File: config.mk
export PLATFORM = sky130hd
export DESIGN_NAME = multicycle_chunk_adder
export DESIGN_NICKNAME = d
export VERILOG_FILES = /design/src/rtl/multicycle_chunk_adder.sv
export SDC_FILE = /design/constraint.sdc
export NUM_CORES = 1
export LEC_CHECK = 0
export BUFFER_PORTS_ARGS = -buffer_cell sky130_fd_sc_hd__buf_2
export CORE_MARGIN = 3
export CORE_UTILIZATION = 50
export DETAILED_ROUTE_END_ITERATION = 8
export PLACE_DENSITY = 0.84
export SETUP_SLACK_MARGIN = 0.4
export SYNTH_ARGS = -nofsm -noshare
export SYNTH_HDL_FRONTEND = slang
export SYNTH_SLANG_ARGS = --single-unit
File: constraint.sdc
create_clock -name clk -period 3.54 [get_ports clk]
set_input_delay 0.354 -clock clk [delete_from_list [all_inputs] [get_ports clk]]
set_output_delay 0.354 -clock clk [all_outputs]
set_load 0.02 [all_outputs]
File: src/rtl/multicycle_chunk_adder.sv
// multicycle_chunk_adder: sequential adder that consumes CHUNK bits per clock,
// LSB chunk first, with the carry held in a register between chunks.
// Start/done handshake; sum and carry_out update only when an add completes.
// Optional signed overflow flag is built when ADDER_SIGNED_OVF_EN is defined;
// otherwise the overflow port is tied low.
module multicycle_chunk_adder #(
  parameter int WIDTH = 16,
  parameter int CHUNK = 4
) (
  input  logic             clk,
  input  logic             rst,
  input  logic             start,
  input  logic [WIDTH-1:0] a,
  input  logic [WIDTH-1:0] b,
  input  logic             carry_in,
  output logic             busy,
  output logic             done,
  output logic [WIDTH-1:0] sum,
  output logic             carry_out,
  output logic             overflow
);

  localparam int NUM_CHUNKS = WIDTH / CHUNK;
  localparam int IDXW = (NUM_CHUNKS > 1) ? $clog2(NUM_CHUNKS) : 1;
  localparam logic [IDXW-1:0] LAST_IDX = IDXW'(NUM_CHUNKS - 1);

  typedef enum logic [1:0] {
    IDLE,
    ADD,
    DONE
  } state_t;

  state_t           state;
  logic [IDXW-1:0]  idx;
  logic [WIDTH-1:0] op_a;
  logic [WIDTH-1:0] op_b;
  logic [WIDTH-1:0] partial;
  logic             carry_reg;

  logic [31:0]      base;
  logic [CHUNK-1:0] chunk_a;
  logic [CHUNK-1:0] chunk_b;
  logic [CHUNK:0]   chunk_res;
  logic [WIDTH-1:0] next_partial;
  logic             last_chunk;

  assign base       = 32'(idx) * 32'(CHUNK);
  assign last_chunk = (idx == LAST_IDX);

  // One chunk of the add: current slice of both operands plus the held carry,
  // merged into the partial sum so the completion edge can load it directly.
  always_comb begin
    chunk_a      = op_a[base +: CHUNK];
    chunk_b      = op_b[base +: CHUNK];
    chunk_res    = {1'b0, chunk_a} + {1'b0, chunk_b} + {{CHUNK{1'b0}}, carry_reg};
    next_partial = partial;
    next_partial[base +: CHUNK] = chunk_res[CHUNK-1:0];
  end

  // Control FSM with registered busy/done; operands are latched on accept so
  // input changes during the add are ignored.
  always_ff @(posedge clk) begin
    if (rst) begin
      state     <= IDLE;
      busy      <= 1'b0;
      done      <= 1'b0;
      sum       <= '0;
      carry_out <= 1'b0;
      idx       <= '0;
      op_a      <= '0;
      op_b      <= '0;
      carry_reg <= 1'b0;
      partial   <= '0;
    end else begin
      case (state)
        IDLE: begin
          if (start) begin
            op_a      <= a;
            op_b      <= b;
            carry_reg <= carry_in;
            idx       <= '0;
            partial   <= '0;
            busy      <= 1'b1;
            state     <= ADD;
          end
        end
        ADD: begin
          partial   <= next_partial;
          carry_reg <= chunk_res[CHUNK];
          if (last_chunk) begin
            sum       <= next_partial;
            carry_out <= chunk_res[CHUNK];
            done      <= 1'b1;
            state     <= DONE;
          end else begin
            idx <= idx + IDXW'(1);
          end
        end
        DONE: begin
          done  <= 1'b0;
          busy  <= 1'b0;
          state <= IDLE;
        end
        default: begin
          state <= IDLE;
        end
      endcase
    end
  end

`ifdef ADDER_SIGNED_OVF_EN
  // Signed overflow from the latched operand signs and the final sum sign,
  // captured on the same edge as sum so the two always describe one result.
  always_ff @(posedge clk) begin
    if (rst) begin
      overflow <= 1'b0;
    end else if (state == ADD && last_chunk) begin
      overflow <= (op_a[WIDTH-1] == op_b[WIDTH-1]) &&
                  (next_partial[WIDTH-1] != op_a[WIDTH-1]);
    end
  end
`else
  assign overflow = 1'b0;
`endif

endmodule
==> results of run 1 <==
==> placed cells by master (no fill, tap or decap), drive strengths merged, types with 4 or more instances in the layout <==
master,netlist,routed
a21oi,49,49
nor2,33,33
dfxtp,72,72
o21ai,9,9
mux4,8,8
nand2,77,77
buf,15,60
a22oi,12,12
nor2b,14,14
a311oi,4,4
a211oi,12,12
ha,9,9
clkbuf,11,11
mux2i,6,6
inv,6,8
nand3,5,5
==> critical path, stage by stage (launching register included) <==
cell     delay [ns]
dfxtp_2        0.46
mux4_2         0.55
fa_1           0.45
fa_1           0.42
xor2_1         0.36
and2_1         0.26
nand2_1        0.07
a21oi_1        0.14
==> routing by layer <==
metal | part of all wire (%) | global-route usage (%)
met3 | 6.5 | 4.82
met4 | 1.8 | 8.50
met5 | 0 | 0
met1 | 47 | 28.4
met2 | 45 | 31.0
==> synthesized netlist by cell type, types with 2 or more instances <==
cell type  instances  area [µm²]
nand2_1           77         289
dfxtp_1           72        1440
a21oi_1           49         245
nor2_1            31         116
nor2b_1           14        87.6
a22oi_1           12        90.1
a211oi_1          11        82.6
buf_2             11        55.1
clkbuf_1          11        41.3
ha_1               9         113
mux4_2             8         180
o21ai_0            8        40.0
mux2i_1            6        60.1
inv_1              5        18.8
nand3_1            4        20.0
a311oi_1           3        26.3
a31o_2             2        17.5
a31oi_1            2        12.5
a41o_1             2        20.0
and2_1             2        12.5
buf_4              2        15.0
buf_6              2        22.5
fa_1               2        40.0
nor3_1             2        10.0
o2bb2ai_1          2        17.5
==> cells by family (layout without fill, tap and decap cells) <==
kind of cell             Yosys count  count (layout)  share of synthesized area [%]
AO/OA/AOI/OAI                    100             100                           19.3
XOR/XNOR                           1               1                          0.267
adder cells (fa/ha/maj)           11              11                           4.65
buffers and inverters             32              82                           4.76
flip-flops                        72              72                           43.9
multiplexers                      15              15                           7.65
other                              1               1                          0.114
AND/OR/NAND/NOR                  141             141                           19.3
==> power groups by stage <==
stage / logic (mW) / registers [mW] / clock network [mW]
after floorplan: 0.145 / 0.867 / 0
after global placement: 0.189 / 0.875 / 0
after detailed placement: 0.193 / 0.876 / 0
after CTS: 0.195 / 0.857 / 0.629
after global routing: 0.220 / 0.861 / 0.659
final: 0.195 / 0.858 / 0.618
==> how the worst max path moves through the flow <==
stage	from	endpoint	slack [ns]	depth (start not counted)
final	idx[0]	partial[14]	0.76	7
after global routing	idx[0]	partial[2]	0.56	7
after CTS	idx[0]	partial[14]	0.62	7
after detailed placement	idx[0]	partial[10]	0.65	7
after global placement	idx[0]	partial[10]	0.71	7
after floorplan	idx[0]	partial[9]	0.62	9
==> what timing repair did <==
action	CTS	global route
setup endpoints to repair	0	1
gates resized for setup	0	1
buffers inserted	0	0
hold buffers	0	0
hold endpoints to repair	0	0
==> area by class of cell <==
| cell class | instances | area, µm² | share of cell area, % |
|---|---|---|---|
| multi-input combinational | 269 | 1690 | 45.0 |
| sequential | 72 | 1440 | 38.4 |
| clock buffer | 11 | 151 | 4.03 |
| inverter | 6 | 22.5 | 0.600 |
| clock inverter | 5 | 38.8 | 1.03 |
| timing repair buffer | 60 | 315 | 8.40 |
| tap | 75 | 93.8 | 2.50 |
==> stage by stage <==
stage	worst slack, ns	std cells	hold WS, ns	power, mW	util, %
2_1_floorplan	0.621	373	0.433	1.01	-
3_5_place_dp	0.652	482	0.448	1.07	58.1
5_1_grt	0.561	498	0.232	1.74	61.2
6_report	0.763	498	0.229	1.67	61.2
4_1_cts	0.617	498	0.222	1.68	61.2
3_3_place_gp	0.706	482	0.445	1.06	58.1
==> metrics, run 1 <==
status finished, final reports clean; Synth Flop Type dfxtp_1; clock tree buffer depth 2; Post-synth ARST share 0%; Leak 1.49 nW; Worst Hold Endpoint op_a[5]; DR WL/cell 14.6 µm; Psw 0.458 mW; register area share after synthesis 43.9%; worst reg2reg path depth 7; syn_area_per_cell 8.81 µm²; dpl hpwl 5150 µm; share of cells above drive strength 1 23.4%; FMAX 360 MHz; Worst slew margin 27.2%; DR pass1 iterations 4; Cell Int Power 1.21 mW; setup TNS 0 ns; Core Area 6130 µm²; n_diodes 0; Final nets 465; design area 3750 µm²; syn_nets 420; Post-DRT Antenna Nets 0; clock sink total 72; mapped cell area 3290 µm²; Critical Path Fanout Max 8; Synth warnings 0; reg2reg start idx[0]; Chip Height 87.1 µm; Comb pwr share 11.6%; drc violations 0; hold_sp a[5]; vias per cell 5.46; 1st-iter DRT viols 178; Max-Cap Viols 0; crit path DAT 3.06 ns; Worst EP required 3.83 ns; placed instance area 3560 µm²; Hold Path Class input port to register; largest net degree at the start of global routing 49; crit start category register; Clk pwr share 37.0%; FILL cells 515; Initial Util 53.6%; Reg power frac 51.3%; initial antenna violation count 0; Net Sw Frac 27.4%; Tmin final 2.78 ns; fin crit share 78.4%; Syn Inst Count 373; Tot GR Track Use 20.6%; global-route wire length before repair 12300 µm; Max VDD drop 0.225 mV; Layout area overhead 14.2%; worst hold path stage count 3; WL final 7260 µm; htree depth 3; via count 2717; unrepaired setup endpoints after global routing no; clock tree from TritonCTS done; Die ar. 7580 µm²; P per Cell Area 445 nW/µm²; Die W 87.1 µm; port buffer count 54; Final Slew Violations 0; Final Hold Violating Endpoints 0; skew final 0.0102 ns; Synth cell types 49; Crit Path Category register to register; worst slew pin tran 1.09 ns; number of global-route vias before repair 2632; clk_lat worst skew 0.35 ns; Reg2Reg Setup Slack 0.76 ns; CP Capture Type register; Core Rows 28; EDFF count, synth 0; root buf cell clkbuf_8; grt total ovfl 0; Worst R2R End partial[14]; Clk pin slew, worst setup/hold paths 0.08 ns; Synth Register Bits 72; Routability Congestion 0.870; setup violators final 0; CTS buffer count 9; I/O Pins 56
(Power assumes the default switching activity.)
==> run 2: changes to the inputs <==
--- a/config.mk
+++ b/config.mk
@@ -5,11 +5,12 @@
 export SDC_FILE = /design/constraint.sdc
 export NUM_CORES = 1
 export LEC_CHECK = 0
+export ABC_AREA = 1
 export BUFFER_PORTS_ARGS = -buffer_cell sky130_fd_sc_hd__buf_2
 export CORE_MARGIN = 3
 export CORE_UTILIZATION = 50
 export DETAILED_ROUTE_END_ITERATION = 8
-export PLACE_DENSITY = 0.84
+export PLACE_DENSITY = 0.87
 export SETUP_SLACK_MARGIN = 0.4
 export SYNTH_ARGS = -nofsm -noshare
 export SYNTH_HDL_FRONTEND = slang
==> constraint.sdc (replaced) <==
create_clock -name clk -period 2.3 [get_ports clk]
set_input_delay 0.23 -clock clk [delete_from_list [all_inputs] [get_ports clk]]
set_output_delay 0.23 -clock clk [all_outputs]
set_load 0.02 [all_outputs]
==> run 2 against run 1 <==
Against the previous run:
- the run now ends with negative setup slack left
- non-clock buffer count rose by 17
- synthesized cell count rose by 15%
- sequential cell count did not move
- sequential share of layout area fell by 3.3 points
- combinational power rose to 3.5 times the previous value
- critical path depth rose by 3
- critical path type unchanged
==> metrics, run 2 <==
status finished with violations; failing checks negative setup slack; Syn Inst Count 428; clock tree buffer depth 2; worst slew pin tran 0.499 ns; Final Hold Violating Endpoints 0; Cells after DPL 546; DR WL/cell 16.2 µm; placed instance area 3630 µm²; Post-DRT Antenna Nets 0; drc violations 0; most frequent cells in the layout nor2_1, dfxtp_1, nand2_1; Finished Layout Cells 572; count leader, synth nor2_1; Final Slew Violations 0; Core Area 6100 µm²; via count 3333; clock tree from TritonCTS done; Commonest cells post-synth nor2_1, dfxtp_1, nand2_1; syn_area_per_cell 7.56 µm²; Synth Register Bits 72; EDFF count, synth 0; most common cell after layout, fill and taps aside nor2_1; Yosys top cell area share 44.6%; Leak 1.84 nW; Post-synth ARST share 0%; syn_nets 475; n_diodes 0; P per Cell Area 723 nW/µm²; Worst EP required 2.53 ns; fin crit share 105%; Synth warnings 0; root buf cell clkbuf_8; Layout area overhead 27.5%; Die ar. 7470 µm²; Core Rows 28; 1st-iter DRT viols 234; worst reg2reg path depth 10; Critical Path Fanout Max 5; design area 4120 µm²; Synth cell types 38; clock sink total 72; hold slack 0.0971 ns; DR pass1 iterations 5; initial antenna violation count 0; number of hold buffers added after CTS 0; Die W 86.4 µm; Tot GR Track Use 24.7%; FILL cells 474; Initial Util 53.1%; register area share after synthesis 44.6%; Worst slew margin 66.7%; Chip Height 86.4 µm; Max VDD drop 0.433 mV; Max-Cap Viols 0; Clk pin slew, worst setup/hold paths 0.08 ns; CTS buffer count 9; Final nets 539; top post-synthesis cells by area dfxtp_1, nor2_1, o21ai_0; htree depth 3; Synth Flop Type dfxtp_1; worst hold path stage count 3; Tmin final 2.41 ns; CP Capture Type register; largest net degree at the start of global routing 35; setup violators final 4; dpl hpwl 5580 µm; skew final 0.00907 ns; Routability Congestion 0.932; port buffer count 54; mapped cell area 3230 µm²; final worst slack -0.114 ns; global-route wire length before repair 14700 µm; crit path DAT 2.64 ns; grt total ovfl 0; I/O Pins 56; clk_lat worst skew 0.36 ns; Hold Path Class input port to register; Crit Path Category register to register; number of global-route vias before repair 3231; FMAX 414 MHz; share of cells above drive strength 1 30.8%; crit start category register; WL final 9280 µm; vias per cell 5.83; cell taking the most area after synthesis dfxtp_1; unrepaired setup endpoints after global routing yes
-- run 2: changes by cell type after synthesis, moves of 15 or more --
cell / before / now
nand3_1: 4 / 19
nor2_1: 31 / 96
o21ai_0: 8 / 48
a21oi_1: 49 / 16
-- run 2: kinds of logic (layout without fill, tap and decap cells) --
group | Yosys count | after routing | share of synthesized area [%]
simple gates | 192 | 192 | 25.3
compound gates | 102 | 102 | 18.0
flops | 72 | 72 | 44.6
buf+inv | 49 | 118 | 7.04
fa+ha+maj | 11 | 11 | 4.72
other cells | 1 | 1 | 0.116
xor+xnor | 1 | 1 | 0.271
-- run 2: what timing repair did --
item                                    CTS  global route
pin swaps                                14            11
endpoints found under the setup margin   31            32
buffers inserted                          9             1
gates resized for setup                  38            25
-- run 2: report_power, final --
| part | leakage, nW | internal [mW] | switching (mW) |
|---|---|---|---|
| sequential | 0.590 | 1.31 | 0.0460 |
| combinational | 1.16 | 0.276 | 0.412 |
| clock | 0.0927 | 0.479 | 0.459 |
| total | 1.84 | 2.06 | 0.918 |
-- run 2: cell type report --
type                            count  area, µm²  area share (%)
Clock buffer                       14        173            4.19
Clock inverter                      2       12.5           0.303
Multi-Input combinational cell    307       1820            44.2
Inverter                           25        100            2.43
Tap cell                           75       93.8            2.28
Timing Repair Buffer               77        470            11.4
Sequential cell                    72       1450            35.1
-- run 2: critical path: stages, from the launching register on --
cell and delay, ns:
dfxtp_4 0.38, buf_12 0.14, nor2_4 0.08, o22ai_2 0.09, fa_2 0.43, fa_2 0.40, xor2_2 0.20, buf_4 0.15
a22oi_2 0.17, o21a_1 0.18, nor2_1 0.07
-- run 2: metal layers --
metal	GRT usage (%)	part of all wire (%)	wire (µm)	up-vias
met5	0	0	0	-
met4	13.6	5.1	472	0
met3	5.70	7.4	683	58
met2	41.0	48	4500	200
met1	29.6	39	3630	1541
li1	-	-	-	1534
-- run 2: worst paths after layout --
check              start          to  slack (ns)
hold / removal      a[6]     op_a[6]         0.1
hold reg to reg     done        done        0.47
setup reg to reg  idx[0]  partial[2]       -0.11
setup / recovery  idx[0]  partial[2]       -0.11
-- run 2: stage by stage --
| stage | setup slack (ns) | total power, mW | utilization (%) | setup TNS (ns) |
|---|---|---|---|---|
| after global routing | -0.139 | 3.09 | 67.6 | -0.980 |
| after CTS | 0.0454 | 2.90 | 65.9 | 0 |
| after floorplan | -0.0261 | 1.73 | - | -0.0591 |
| after global placement | 0.0105 | 1.84 | 59.5 | 0 |
| after detailed placement | -0.0827 | 1.86 | 59.5 | -0.295 |
| final | -0.114 | 2.98 | 67.6 | -0.155 |
==> run 3: changes to the inputs <==
--- a/config.mk
+++ b/config.mk
@@ -5,12 +5,11 @@
 export SDC_FILE = /design/constraint.sdc
 export NUM_CORES = 1
 export LEC_CHECK = 0
-export ABC_AREA = 1
 export BUFFER_PORTS_ARGS = -buffer_cell sky130_fd_sc_hd__buf_2
 export CORE_MARGIN = 3
 export CORE_UTILIZATION = 50
 export DETAILED_ROUTE_END_ITERATION = 8
-export PLACE_DENSITY = 0.87
+export PLACE_DENSITY = 0.84
 export SETUP_SLACK_MARGIN = 0.4
 export SYNTH_ARGS = -nofsm -noshare
 export SYNTH_HDL_FRONTEND = slang
==> constraint.sdc (replaced) <==
create_clock -name clk -period 2.8 [get_ports clk]
set_input_delay 0.28 -clock clk [delete_from_list [all_inputs] [get_ports clk]]
set_output_delay 0.28 -clock clk [all_outputs]
set_load 0.02 [all_outputs]
==> run 3 against run 2 <==
Against the previous run:
- the run now ends clean
- final cell count decreased by 12%
- hold slack gained 0.066 ns
- sequential cell count unchanged
- first-iteration DRC count down 3.8%
- power fell by 23%
- count of clock-buffer cells in the layout shrank 1
- non-clock buffer count fell by 9
- sequential power shrank 20%
- routed wire length fell by 17%
- critical path type unchanged
- largest power group unchanged
==> metrics, run 3 (synthesis gave the netlist of run 1 again) <==
status finished, final reports clean; Worst slew margin 62.1%; Reg power frac 47.4%; most frequent cells in the layout nand2_1, dfxtp_1, buf_2; Chip Height 87.1 µm; skew final 0.00301 ns; Tmin final 2.54 ns; Worst Hold Endpoint op_b[13]; via count 2845; Critical Path Fanout Max 4; worst slew pin tran 0.567 ns; wl on met1 3390 µm; Post-DRT Antenna Nets 0; FMAX 394 MHz; crit start category register; htree depth 3; number of global-route vias before repair 2596; met3 WL post-DR 540 µm; CP Capture Type register; setup TNS 0 ns; hold_sp b[13]; Net Sw Frac 25.0%; reg2reg start idx[0]; I/O Pins 56; CTS buffer count 9; Leak 1.55 nW; Comb pwr share 13.2%; fin crit share 90.6%; port buffer count 54; DR pass1 iterations 5; DR top layer met4; Clk pwr share 39.4%; crit path DAT 2.82 ns; setup violators final 0; Clk pin slew, worst setup/hold paths 0.07 ns; Tot GR Track Use 20.8%; global-route wire length before repair 12200 µm; Max-Cap Viols 0; initial antenna violation count 0; WL final 7670 µm; Max VDD drop 0.441 mV; root buf cell clkbuf_8; Worst EP required 3.09 ns; DR WL/cell 15.2 µm; most common cell after layout, fill and taps aside nand2_1; Crit Path Category register to register; 1st-iter DRT viols 225; worst hold path stage count 3; Layout area overhead 20.9%; drc violations 0; Routability Congestion 0.908; Core Rows 28; vias per cell 5.62; clock tree buffer depth 2; Core Area 6130 µm²; grt total ovfl 0; share of cells above drive strength 1 28.3%; Pwr Total 2.28 mW; clk_lat worst skew 0.35 ns; worst reg2reg path depth 7; DR WL met2 3640 µm; Hold Path Class input port to register; P per Cell Area 575 nW/µm²; n_diodes 0; Final Slew Violations 0; Die ar. 7580 µm²; clock tree from TritonCTS done; largest net degree at the start of global routing 33; clock sink total 72; Worst R2R End partial[13]; Reg2Reg Setup Slack 0.26 ns; Psw 0.570 mW; unrepaired setup endpoints after global routing yes; number of hold buffers added after CTS 0; Die W 87.1 µm; Final Hold Violating Endpoints 0; Cell Int Power 1.71 mW; Final nets 473; Initial Util 53.6%; dpl hpwl 5040 µm
[run 3: worst max-delay path, cell delays in order (launching register included)]
cell and delay (ns):
dfxtp_4 0.37, mux4_2 0.52, fa_2 0.40, fa_2 0.55, nor2b_4 0.20, a31oi_4 0.11, o21ai_1 0.16, nor2b_2 0.16
[run 3: metrics by stage]
stage / worst slack (ns) / utilization (%) / hold slack (ns) / area, µm² / std cells
2_1_floorplan: 0.200 / - / 0.416 / 3340 / 373
3_3_place_gp: 0.404 / 59.3 / 0.441 / 3640 / 486
3_5_place_dp: 0.353 / 59.3 / 0.448 / 3640 / 486
4_1_cts: 0.288 / 63.5 / 0.158 / 3890 / 503
5_1_grt: 0.220 / 64.8 / 0.151 / 3970 / 506
6_report: 0.264 / 64.8 / 0.163 / 3970 / 506
[run 3: worst max path at each step]
stage	start	to	slack, ns	cells past startpoint
floorplan	idx[0]	partial[9]	0.20	9
global placement	idx[0]	partial[5]	0.40	7
detailed placement	idx[0]	partial[9]	0.35	7
CTS	idx[0]	partial[13]	0.29	7
global route	idx[0]	partial[13]	0.22	7
finish	idx[0]	partial[13]	0.26	7
[run 3: layout make-up]
| type | count | area [µm²] |
|---|---|---|
| clock buffer | 13 | 149 |
| clock inverter | 3 | 65.1 |
| fill | 482 | 2160 |
| inverter | 6 | 22.5 |
| multi-input combinational | 269 | 1810 |
| sequential | 72 | 1450 |
| tap | 75 | 93.8 |
| timing repair buffer | 68 | 388 |
[run 3: repair_timing]
item | 4_1_cts | 5_1_grt
gates resized for setup | 5 | 11
setup buffers | 1 | 3
setup endpoints to repair | 12 | 25
pin swaps | 7 | 12
[run 3: routing by layer]
metal / GRT usage, % / vias to the layer above
met2: 33.1 / 108
met4: 5.95 / 0
met5: 0 / -
li1: - / 1394
met3: 7.19 / 15
met1: 26.9 / 1328
[run 3: power groups by stage]
stage,Sequential [mW],Combinational [mW],Clock [mW]
after global routing,1.08,0.328,0.958
after detailed placement,1.10,0.263,0
final,1.08,0.302,0.899
after floorplan,1.10,0.197,0
after CTS,1.08,0.277,0.908
after global placement,1.10,0.260,0
